`config.mk`:
```
export PLATFORM = sky130hd
export DESIGN_NAME = tmds_byte_encoder
export DESIGN_NICKNAME = d
export VERILOG_FILES = /design/src/rtl/tmds_pkg.sv /design/src/rtl/tmds_qm_stage.sv /design/src/rtl/tmds_byte_encoder.sv
export SDC_FILE = /design/constraint.sdc
export NUM_CORES = 1
export LEC_CHECK = 0
export ABC_AREA = 0
export CAP_MARGIN = 20
export CORE_AREA = 5 5 89 91
export DETAILED_ROUTE_END_ITERATION = 8
export DIE_AREA = 0 0 94 96
export PLACE_DENSITY_LB_ADDON = 0.1
export SYNTH_ARGS = -nofsm -noshare
export SYNTH_HDL_FRONTEND = slang
export SYNTH_HIERARCHICAL = 1
export SYNTH_SLANG_ARGS = --single-unit
```
`constraint.sdc`:
```
create_clock -name pixel_clock -period 5.3 [get_ports pixel_clock]
set_clock_uncertainty 0.15 [all_clocks]
set_input_delay 0.795 -clock pixel_clock [delete_from_list [all_inputs] [get_ports pixel_clock]]
set_output_delay 0.795 -clock pixel_clock [all_outputs]
set_load 0.02 [all_outputs]
```
`src/rtl/tmds_pkg.sv`:
```
// Shared TMDS definitions: disparity width, control tokens, stage-2 bundle, popcount helper.
package tmds_pkg;

  localparam int CNT_W = 5;

  localparam logic [9:0] TOKEN_00 = 10'b1101010100;
  localparam logic [9:0] TOKEN_01 = 10'b0010101011;
  localparam logic [9:0] TOKEN_10 = 10'b0101010100;
  localparam logic [9:0] TOKEN_11 = 10'b1010101011;

  // Stage-2 output: transition-minimised word, its ones/zeros counts, delayed control.
  typedef struct packed {
    logic [8:0] q_m;
    logic [3:0] n1;
    logic [3:0] n0;
    logic       vde;
    logic       c1;
    logic       c0;
  } qm_t;

  function automatic logic [3:0] popcount8(input logic [7:0] v);
    logic [3:0] n;
    n = '0;
    for (int i = 0; i < 8; i++) begin
      n = n + {3'b000, v[i]};
    end
    return n;
  endfunction

endpackage

```
`src/rtl/tmds_qm_stage.sv`:
```
// Stages 1-2 of the TMDS encoder: byte -> registered q_m[8:0] with ones/zeros counts.
// Two-cycle latency, free-running (no handshake); control bits travel alongside.
module tmds_qm_stage
  import tmds_pkg::*;
(
  input  logic       pixel_clock,
  input  logic       reset,
  input  logic       video_data_enable,
  input  logic       c0,
  input  logic       c1,
  input  logic [7:0] input_byte,
  output qm_t        qm
);

  logic [7:0] d_s1;
  logic [3:0] n1d_s1;
  logic       vde_s1;
  logic       c0_s1;
  logic       c1_s1;

  always_ff @(posedge pixel_clock) begin
    if (reset) begin
      d_s1   <= '0;
      n1d_s1 <= '0;
      vde_s1 <= 1'b0;
      c0_s1  <= 1'b0;
      c1_s1  <= 1'b0;
    end else begin
      d_s1   <= input_byte;
      n1d_s1 <= popcount8(input_byte);
      vde_s1 <= video_data_enable;
      c0_s1  <= c0;
      c1_s1  <= c1;
    end
  end

  logic       use_xnor;
  logic [8:0] q_m;
  logic [3:0] n1q;

  // XNOR chain is chosen for ones-heavy bytes to minimise transitions.
  always_comb begin
    use_xnor = (n1d_s1 > 4'd4) || ((n1d_s1 == 4'd4) && !d_s1[0]);
    q_m      = '0;
    q_m[0]   = d_s1[0];
    for (int i = 1; i < 8; i++) begin
      q_m[i] = use_xnor ? ~(q_m[i-1] ^ d_s1[i]) : (q_m[i-1] ^ d_s1[i]);
    end
    q_m[8] = ~use_xnor;
    n1q    = popcount8(q_m[7:0]);
  end

  always_ff @(posedge pixel_clock) begin
    if (reset) begin
      qm <= '0;
    end else begin
      qm.q_m <= q_m;
      qm.n1  <= n1q;
      qm.n0  <= 4'd8 - n1q;
      qm.vde <= vde_s1;
      qm.c1  <= c1_s1;
      qm.c0  <= c0_s1;
    end
  end

endmodule

```
`src/rtl/tmds_byte_encoder.sv`:
```
// DVI TMDS channel encoder, 3-cycle fixed pipeline, no backpressure; stage 3 does DC balance.
// TMDS_DISPARITY_OUT_EN adds the registered running disparity as an output.
module tmds_byte_encoder
  import tmds_pkg::*;
(
  input  logic                    pixel_clock,
  input  logic                    reset,
  input  logic                    video_data_enable,
  input  logic                    c0,
  input  logic                    c1,
  input  logic [7:0]              input_byte,
  output logic [9:0]              output_tmds
`ifdef TMDS_DISPARITY_OUT_EN
  ,
  output logic signed [CNT_W-1:0] disparity
`endif
);

  localparam logic signed [CNT_W-1:0] TWO  = 5'sd2;
  localparam logic signed [CNT_W-1:0] ZERO = 5'sd0;

  qm_t qm;

  tmds_qm_stage u_qm_stage (
    .pixel_clock       (pixel_clock),
    .reset             (reset),
    .video_data_enable (video_data_enable),
    .c0                (c0),
    .c1                (c1),
    .input_byte        (input_byte),
    .qm                (qm)
  );

  logic signed [CNT_W-1:0] cnt;
  logic signed [CNT_W-1:0] cnt_next;
  logic signed [CNT_W-1:0] diff;
  logic [9:0]              sym_next;
  logic                    qm8;

  always_comb begin
    qm8      = qm.q_m[8];
    diff     = $signed({1'b0, qm.n1}) - $signed({1'b0, qm.n0});
    sym_next = TOKEN_00;
    cnt_next = ZERO;
    if (qm.vde) begin
      if ((cnt == ZERO) || (qm.n1 == qm.n0)) begin
        sym_next = {~qm8, qm8, qm8 ? qm.q_m[7:0] : ~qm.q_m[7:0]};
        cnt_next = qm8 ? (cnt + diff) : (cnt - diff);
      end else if ((!cnt[CNT_W-1] && (qm.n1 > qm.n0)) ||
                   ( cnt[CNT_W-1] && (qm.n0 > qm.n1))) begin
        // Inverting pulls the running disparity back toward zero.
        sym_next = {1'b1, qm8, ~qm.q_m[7:0]};
        cnt_next = cnt - diff + (qm8 ? TWO : ZERO);
      end else begin
        sym_next = {1'b0, qm8, qm.q_m[7:0]};
        cnt_next = cnt + diff - (qm8 ? ZERO : TWO);
      end
    end else begin
      case ({qm.c1, qm.c0})
        2'b00:   sym_next = TOKEN_00;
        2'b01:   sym_next = TOKEN_01;
        2'b10:   sym_next = TOKEN_10;
        default: sym_next = TOKEN_11;
      endcase
    end
  end

  always_ff @(posedge pixel_clock) begin
    if (reset) begin
      output_tmds <= TOKEN_00;
      cnt         <= ZERO;
    end else begin
      output_tmds <= sym_next;
      cnt         <= cnt_next;
    end
  end

`ifdef TMDS_DISPARITY_OUT_EN
  assign disparity = cnt;
`endif

endmodule

```
==> run_results.csv <==
group,metric,value,unit
status,status,"complete, no violations",
global_route,grt_pass1_vias,1724,
clock_tree,clock_latency,290,ps
global_route,grt_pass1_wl,7.596,mm
global_route,grt_max_degree,41,
clock_tree,cts.sink_count,49,
timing,rsz0062_at_grt,"false",
logic_synthesis,synth_area_per_cell,9.982,µm²
placement,hpwl,3.508,mm
worst_setup_path,crit_buf_inv,1,
clock_tree,cts_setup_buffers,0,
clock_tree,cts_tree,"built",
global_route,antenna_found_initial,0,
worst_hold_path,hp-class,"reg -> reg",
timing,final.min_clock_period,4380,ps
timing,fmax,0.2283,GHz
logic_synthesis,yosysSeqAreaShare,35.60,%
routing,via_per_inst,4.425,
worst_setup_path,reg2reg_slack,920,ps
timing,slew_viol_final,0,
floorplanning,die-area,9024,µm²
floorplanning,num_io_pins,23,
floorplanning,start_util,39.03,%
logic_synthesis,synth_top_family_by_area,"adder cells",
worst_setup_path,end_kind,"register",
logic_synthesis,synth_compound_area_share,9.491,%
logic_synthesis,ys_ff_latch,49,
timing,finalHoldViolCount,0,
routing,wl_per_cell,10.93,µm
worst_setup_path,crit_chain,"or3b_1, a21oi_2, xor2_1, fa_1, fa_1, fa_1, ha_1, inv_1, fa_1, nand2_1, o211a_1, nor4_1",
clock_tree,cts_resized,0,
clock_tree,cts_buffers,5,
floorplanning,row_count,31,
worst_setup_path,critPathLaunchType,"register",
placement,port_buffers,22,
worst_setup_path,crit_required,5360,ps
worst_setup_path,path_class,"reg -> reg",
clock_tree,ctsHoldBuffers,0,
worst_setup_path,critPathLaunch,"u_qm_stage/d_s1[0]",
floorplanning,core_area,7059,µm²
routing,ant_nets,0,
logic_synthesis,syn_area,2755,µm²
logic_synthesis,synth.distinct_cells,47,
timing,worst_pin_slew,567.6,ps
floorplanning,die_width,94,µm
routing,dr.pass1.iters,4,
logic_synthesis,synth-xor-area-share,12.35,%
routing,drt-initial-drc-count,26,
worst_setup_path,cp_top_family,"adder cells",
worst_setup_path,crit_top_cell,"fa_1",
placement,routabilityCongestion,0.8054,
logic_synthesis,synth_mux_area_share,2.316,%
job,drv_cap,0,
final_layout,drive_above_1_share,7.973,%
logic_synthesis,synth-simple-area-share,13.81,%
timing,fin_tns_setup,0,ps
final_layout,area_delta_synth_final,14.94,%
worst_setup_path,crit_arrival,4440,ps
timing,fin_crit_sh,82.65,%
logic_synthesis,syn_nets,328,
clock_tree,cts.clk_slew.worst_paths,90,ps
routing,drc,0,
final_layout,nets,352,
floorplanning,die_h,96,µm
worst_setup_path,worstReg2RegStart,"u_qm_stage/d_s1[0]",
logic_synthesis,synthCells,276,
timing,finalSetupViolations,0,
clock_tree,htreeDepth,2,
routing,routed_wl,4.372,mm
worst_setup_path,crit_path_max_incr_delay,560,ps
final_layout,antenna_cells,0,
worst_setup_path,crit_path_top_delay_cell,"fa_1",
clock_tree,cts_root_buffer,"clkbuf_8",
timing,relSlewSlack,61.41,%
worst_hold_path,min_from,"u_qm_stage/c1_s1",
global_route,overflow,0,
logic_synthesis,ys_warn_count,6,
worst_setup_path,path_max_fanout,5,
logic_synthesis,synth_adder_area_share,20.71,%
clock_tree,clk_path_buf_depth,2,
routing,vias,1770,
global_route,grt.total_usage,10.65,%
## cell usage in the layout, fill, tap and decap left out, types with 3 or more instances in the layout
cell type	netlist	final
fa_1	11	11
o21ai_0	3	3
nor2b_1	21	21
mux2i_1	5	5
clkdlybuf4s50_1	0	22
nand2_1	4	4
dfxtp_1	49	49
xnor2_1	18	18
a21o_1	3	3
nor2_1	23	23
nor3_1	4	4
nor4_1	3	3
clkbuf_8	0	5
ha_1	28	28
a21oi_1	17	17
inv_1	33	33
or2_2	3	3
xor2_1	9	9
## state kept, by name, indices dropped and copies added (netlist names)
name,flops
u_qm_stage/qm,19
u_qm_stage/n1d_s1,4
cnt,5
u_qm_stage/d_s1,8
output_tmds,10
u_qm_stage/c0_s1,1
u_qm_stage/c1_s1,1
u_qm_stage/vde_s1,1
## synth_stat cells, drive strengths merged
cell	number	area [µm²]
dfxtp	49	980.9
inv	35	131.4
ha	28	350.3
nor2	24	92.59
nor2b	21	131.4
a21oi	20	118.9
xnor2	20	190.2
fa	11	220.2
xor2	9	78.83
mux2i	6	63.81
clkbuf	4	15.01
nand2	4	15.01
nor3	4	20.02
a21o	3	22.52
nor4	3	18.77
o21ai	3	15.01
or2	3	18.77
a211oi	2	15.01
buf	2	11.26
nand3	2	10.01
nor3b	2	15.01
o211ai	2	15.01
o21bai	2	15.01
xor3	2	48.79
a211o	1	10.01
a31oi	1	6.260
and3	1	7.510
and4	1	10.01
and4b	1	10.01
nand2b	1	6.260
nand3b	1	7.510
nor4b	1	8.760
o211a	1	10.01
o21a	1	7.510
o311ai	1	8.760
o31a	1	8.760
o41ai	1	8.760
or3b	1	8.760
xnor3	1	22.52
## layer usage
| layer | up-vias | track usage [%] | routed length (µm) |
|---|---|---|---|
| met2 | 19 | 17.62 | 2076 |
| met4 | 0 | 3.249 | 63 |
| met1 | 804 | 13.63 | 2104 |
| li1 | 942 | - | - |
| met3 | 5 | 2.815 | 127 |
| met5 | - | 0 | 0 |
## final cells by class
class                      count  area (µm²)
sequential                    49       980.9
fill                         712        3892
clock buffer                   6       72.57
multi-input combinational    186        1617
clock inverter                 2       13.76
inverter                      35       131.4
timing repair buffer          23       227.7
tap                           99       123.9
## logic make-up after synthesis
family          count (synthesis)
compound gates                 39
xor+xnor                       32
fa+ha+maj                      39
buf+inv                        41
flops                          49
mux                             6
simple gates                   70
## worst register-to-register path, delay by kind of cell, from the launching register on
family / cells / cell delay (ps)
AO/OA/AOI/OAI: 2 / 520
XOR/XNOR: 1 / 240
adder cells (fa/ha/maj): 5 / 2180
buffers and inverters: 1 / 60
flip-flops: 1 / 450
AND/OR/NAND/NOR: 3 / 710
## through the flow
step / hold WS, ps / utilization, % / setup slack (ps) / std cells / cell area [µm²]
final: 296.3 / 44.86 / 919.6 / 400 / 3167
after global routing: 321.4 / 44.86 / 628.9 / 400 / 3167
after CTS: 298.8 / 44.86 / 858.1 / 400 / 3167
after detailed placement: 276.4 / 43.64 / 901.9 / 392 / 3080
after global placement: 267.5 / 43.64 / 974.1 / 392 / 3080
after floorplan: 263.8 / - / 1165 / 276 / 2755
## path summary, 6_finish.rpt
kind,endpoint,depth (start not counted)
setup / recovery,u_qm_stage/qm[6],12
hold / removal,u_qm_stage/qm[1],1
setup reg to reg,u_qm_stage/qm[6],12
hold reg to reg,u_qm_stage/qm[1],1
Power is left out: the tool's default activity adds up to more than one toggle a clock period on the data nets, which glitch-free logic cannot reach.
==> RTL edit (same flow settings) <==
Remove the register `output_tmds`: a continuous assignment takes its place, so the output `output_tmds` follows one clock earlier.
--- a/src/rtl/tmds_byte_encoder.sv
+++ b/src/rtl/tmds_byte_encoder.sv
@@ -67,13 +67,13 @@
 
   always_ff @(posedge pixel_clock) begin
     if (reset) begin
-      output_tmds <= TOKEN_00;
       cnt         <= ZERO;
     end else begin
-      output_tmds <= sym_next;
       cnt         <= cnt_next;
     end
   end
+
+  assign output_tmds = sym_next;
 
 `ifdef TMDS_DISPARITY_OUT_EN
   assign disparity = cnt;
Function: changed (a bounded check fails within 4 cycles, from zero or initial values and one cycle with reset high).
==> RTL edit against the unedited design <==
  * Worst hold slack worse by 0.0048 ns
  * Routed wire length is 5.7% higher
  * Count of clock-buffer cells in the layout decreased by 1
  * Worst setup slack worse by 0.0062 ns
  * Die area unchanged
  * Final cell count decreased by 1.8%
  * Synthesized area fell by 7.4%
  * Cell area decreased by 6.1%
  * Sequential cell count shrank 10
  * Global-route usage up 1.2 points
  * Critical endpoint unchanged
Power is not shown: default switching activity piles up to over one toggle a cycle in this logic, so the estimate is an artifact.
==> RTL edit: results (changes against the unedited design) <==
- Status: finished clean
- Critical path class: reg2reg
- Initial antenna violation count: 0 (unchanged)
- Largest registers: u_qm_stage/qm (19), u_qm_stage/d_s1 (8), cnt (5)
- Nets: 345 (-2.0%)
- Antenna Cells: 0 (unchanged)
- Top post-synthesis cells by count: 39 x dfxtp_1, 33 x inv_1, 28 x ha_1, 22 x nor2_1, 21 x nor2b_1
- Arrival time at the worst endpoint: 4.44 ns (about the same)
- Ys Warns: 6 (unchanged)
- GPL Wtd Cong: 0.760 (-5.7%)
- Fillers: 719 (+0.98%)
- Reg2Reg Capture Point: u_qm_stage/qm[6]
- Prevailing post-synth register cell: dfxtp_1
- CP max-delay cell: fa_1
- Latest clock arrival within the worst-skew pair: 0.29 ns (about the same)
- Endpoint, Worst Hold: u_qm_stage/qm[0]
- Port Buffer Count: 22 (unchanged)
- Largest cells by area after synthesis: dfxtp_1 31%, ha_1 14%, fa_1 8.6%, xnor2_1 6.5%, nor2b_1 5.1%
- Post-DP HPWL: 3790 microns (+8.0%)
- Post-synthesis async set-or-reset flop share: 0% (unchanged)
- Drt first pass iters: 4 (unchanged)
- Syn nets: 320 (-2.4%)
- HP Class: reg2reg
- Routed WL per cell: 11.8 microns (+7.6%)
- First-pass GRT wire length: 8210 microns (+8.1%)
- # H-tree levels: 2 (unchanged)
- Max incr delay on CP: 0.55 ns
- Register area share after synthesis: 30.6% (-5.0 points)
- Root buf cell: clkbuf_8
- FF-to-FF path depth: 12 (unchanged)
- Worst-case clock buffer depth: 2 (unchanged)
- Post-CTS setup buffers: 0 (unchanged)
- Reg2Reg Setup Slack: 0.91 ns
- Top delay family on crit path: adder cells
- Worst reg2reg path startpoint: u_qm_stage/d_s1[0]
- DRT iter0 DRCs: 21 (-19%)
- Synth cell types: 46 (-2.1%)
- Ratio of cells with drive above 1 in the final layout: 6.80% (-1.2 points)
- Num CTS Buffers: 5 (unchanged)
- Slew margin rel.: 60.3% (-1.1 points)
- Final setup viols: 0 (unchanged)
- Crit-path max FO: 5 (unchanged)
- Tot GR Track Use: 11.8% (+1.2 points)
- CTS clk-pin slew, worst paths: 0.08 ns
- Hold depth: 1 (unchanged)
- Critical hold path startpoint: u_qm_stage/c0_s1
- Largest net degree at the start of global routing: 37 (-9.8%)
- Via count: 1,745 (-1.4%)
- Number of global-route vias before repair: 1,836 (+6.5%)
- Post_cts resized: 0 (unchanged)
==> RTL edit: how the worst max path moves through the flow <==
stage	endpoint	slack (ns)
global placement	u_qm_stage/qm[6]	0.99
global route	u_qm_stage/qm[6]	0.70
CTS	u_qm_stage/qm[6]	0.88
detailed placement	u_qm_stage/qm[6]	0.90
floorplan	u_qm_stage/qm[6]	1.16
finish	u_qm_stage/qm[6]	0.91
==> RTL edit: kinds of logic (layout without fill, tap and decap cells) <==
kind of cell             Yosys count  count (layout)  synth area share (%)
adder cells (fa/ha/maj)           39              39                  22.4
flip-flops                        39              39                  30.6
multiplexers                       3               3                  1.23
AND/OR/NAND/NOR                   68              68                  14.2
AO/OA/AOI/OAI                     45              45                  11.6
XOR/XNOR                          33              33                  13.7
buffers and inverters             41              67                  6.32
==> RTL edit: metal layers <==
| layer | GRT usage, % | vias up | routed length, microns |
|---|---|---|---|
| met5 | 0 | - | 0 |
| met4 | 4.57 | 0 | 82 |
| met1 | 13.2 | 789 | 1990 |
| met3 | 3.13 | 9 | 113 |
| met2 | 21.3 | 20 | 2440 |
| li1 | - | 927 | - |
==> RTL edit: cell type report <==
class,count,area share [%]
clock inverter,3,0.799
clock buffer,5,2.31
multi-input combinational,188,54.1
tap,99,4.16
inverter,35,4.42
timing repair buffer,24,7.91
sequential,39,26.3
==> RTL edit: per-stage QoR <==
stage | util, % | hold slack, ns | worst slack [ns] | std cells | cell area, sq um
after CTS | 42.1 | 0.295 | 0.876 | 393 | 2970
after detailed placement | 40.8 | 0.274 | 0.901 | 385 | 2880
after floorplan | - | 0.264 | 1.16 | 268 | 2550
final | 42.1 | 0.291 | 0.913 | 393 | 2970
after global placement | 40.8 | 0.266 | 0.987 | 385 | 2880
after global routing | 42.1 | 0.318 | 0.697 | 393 | 2970
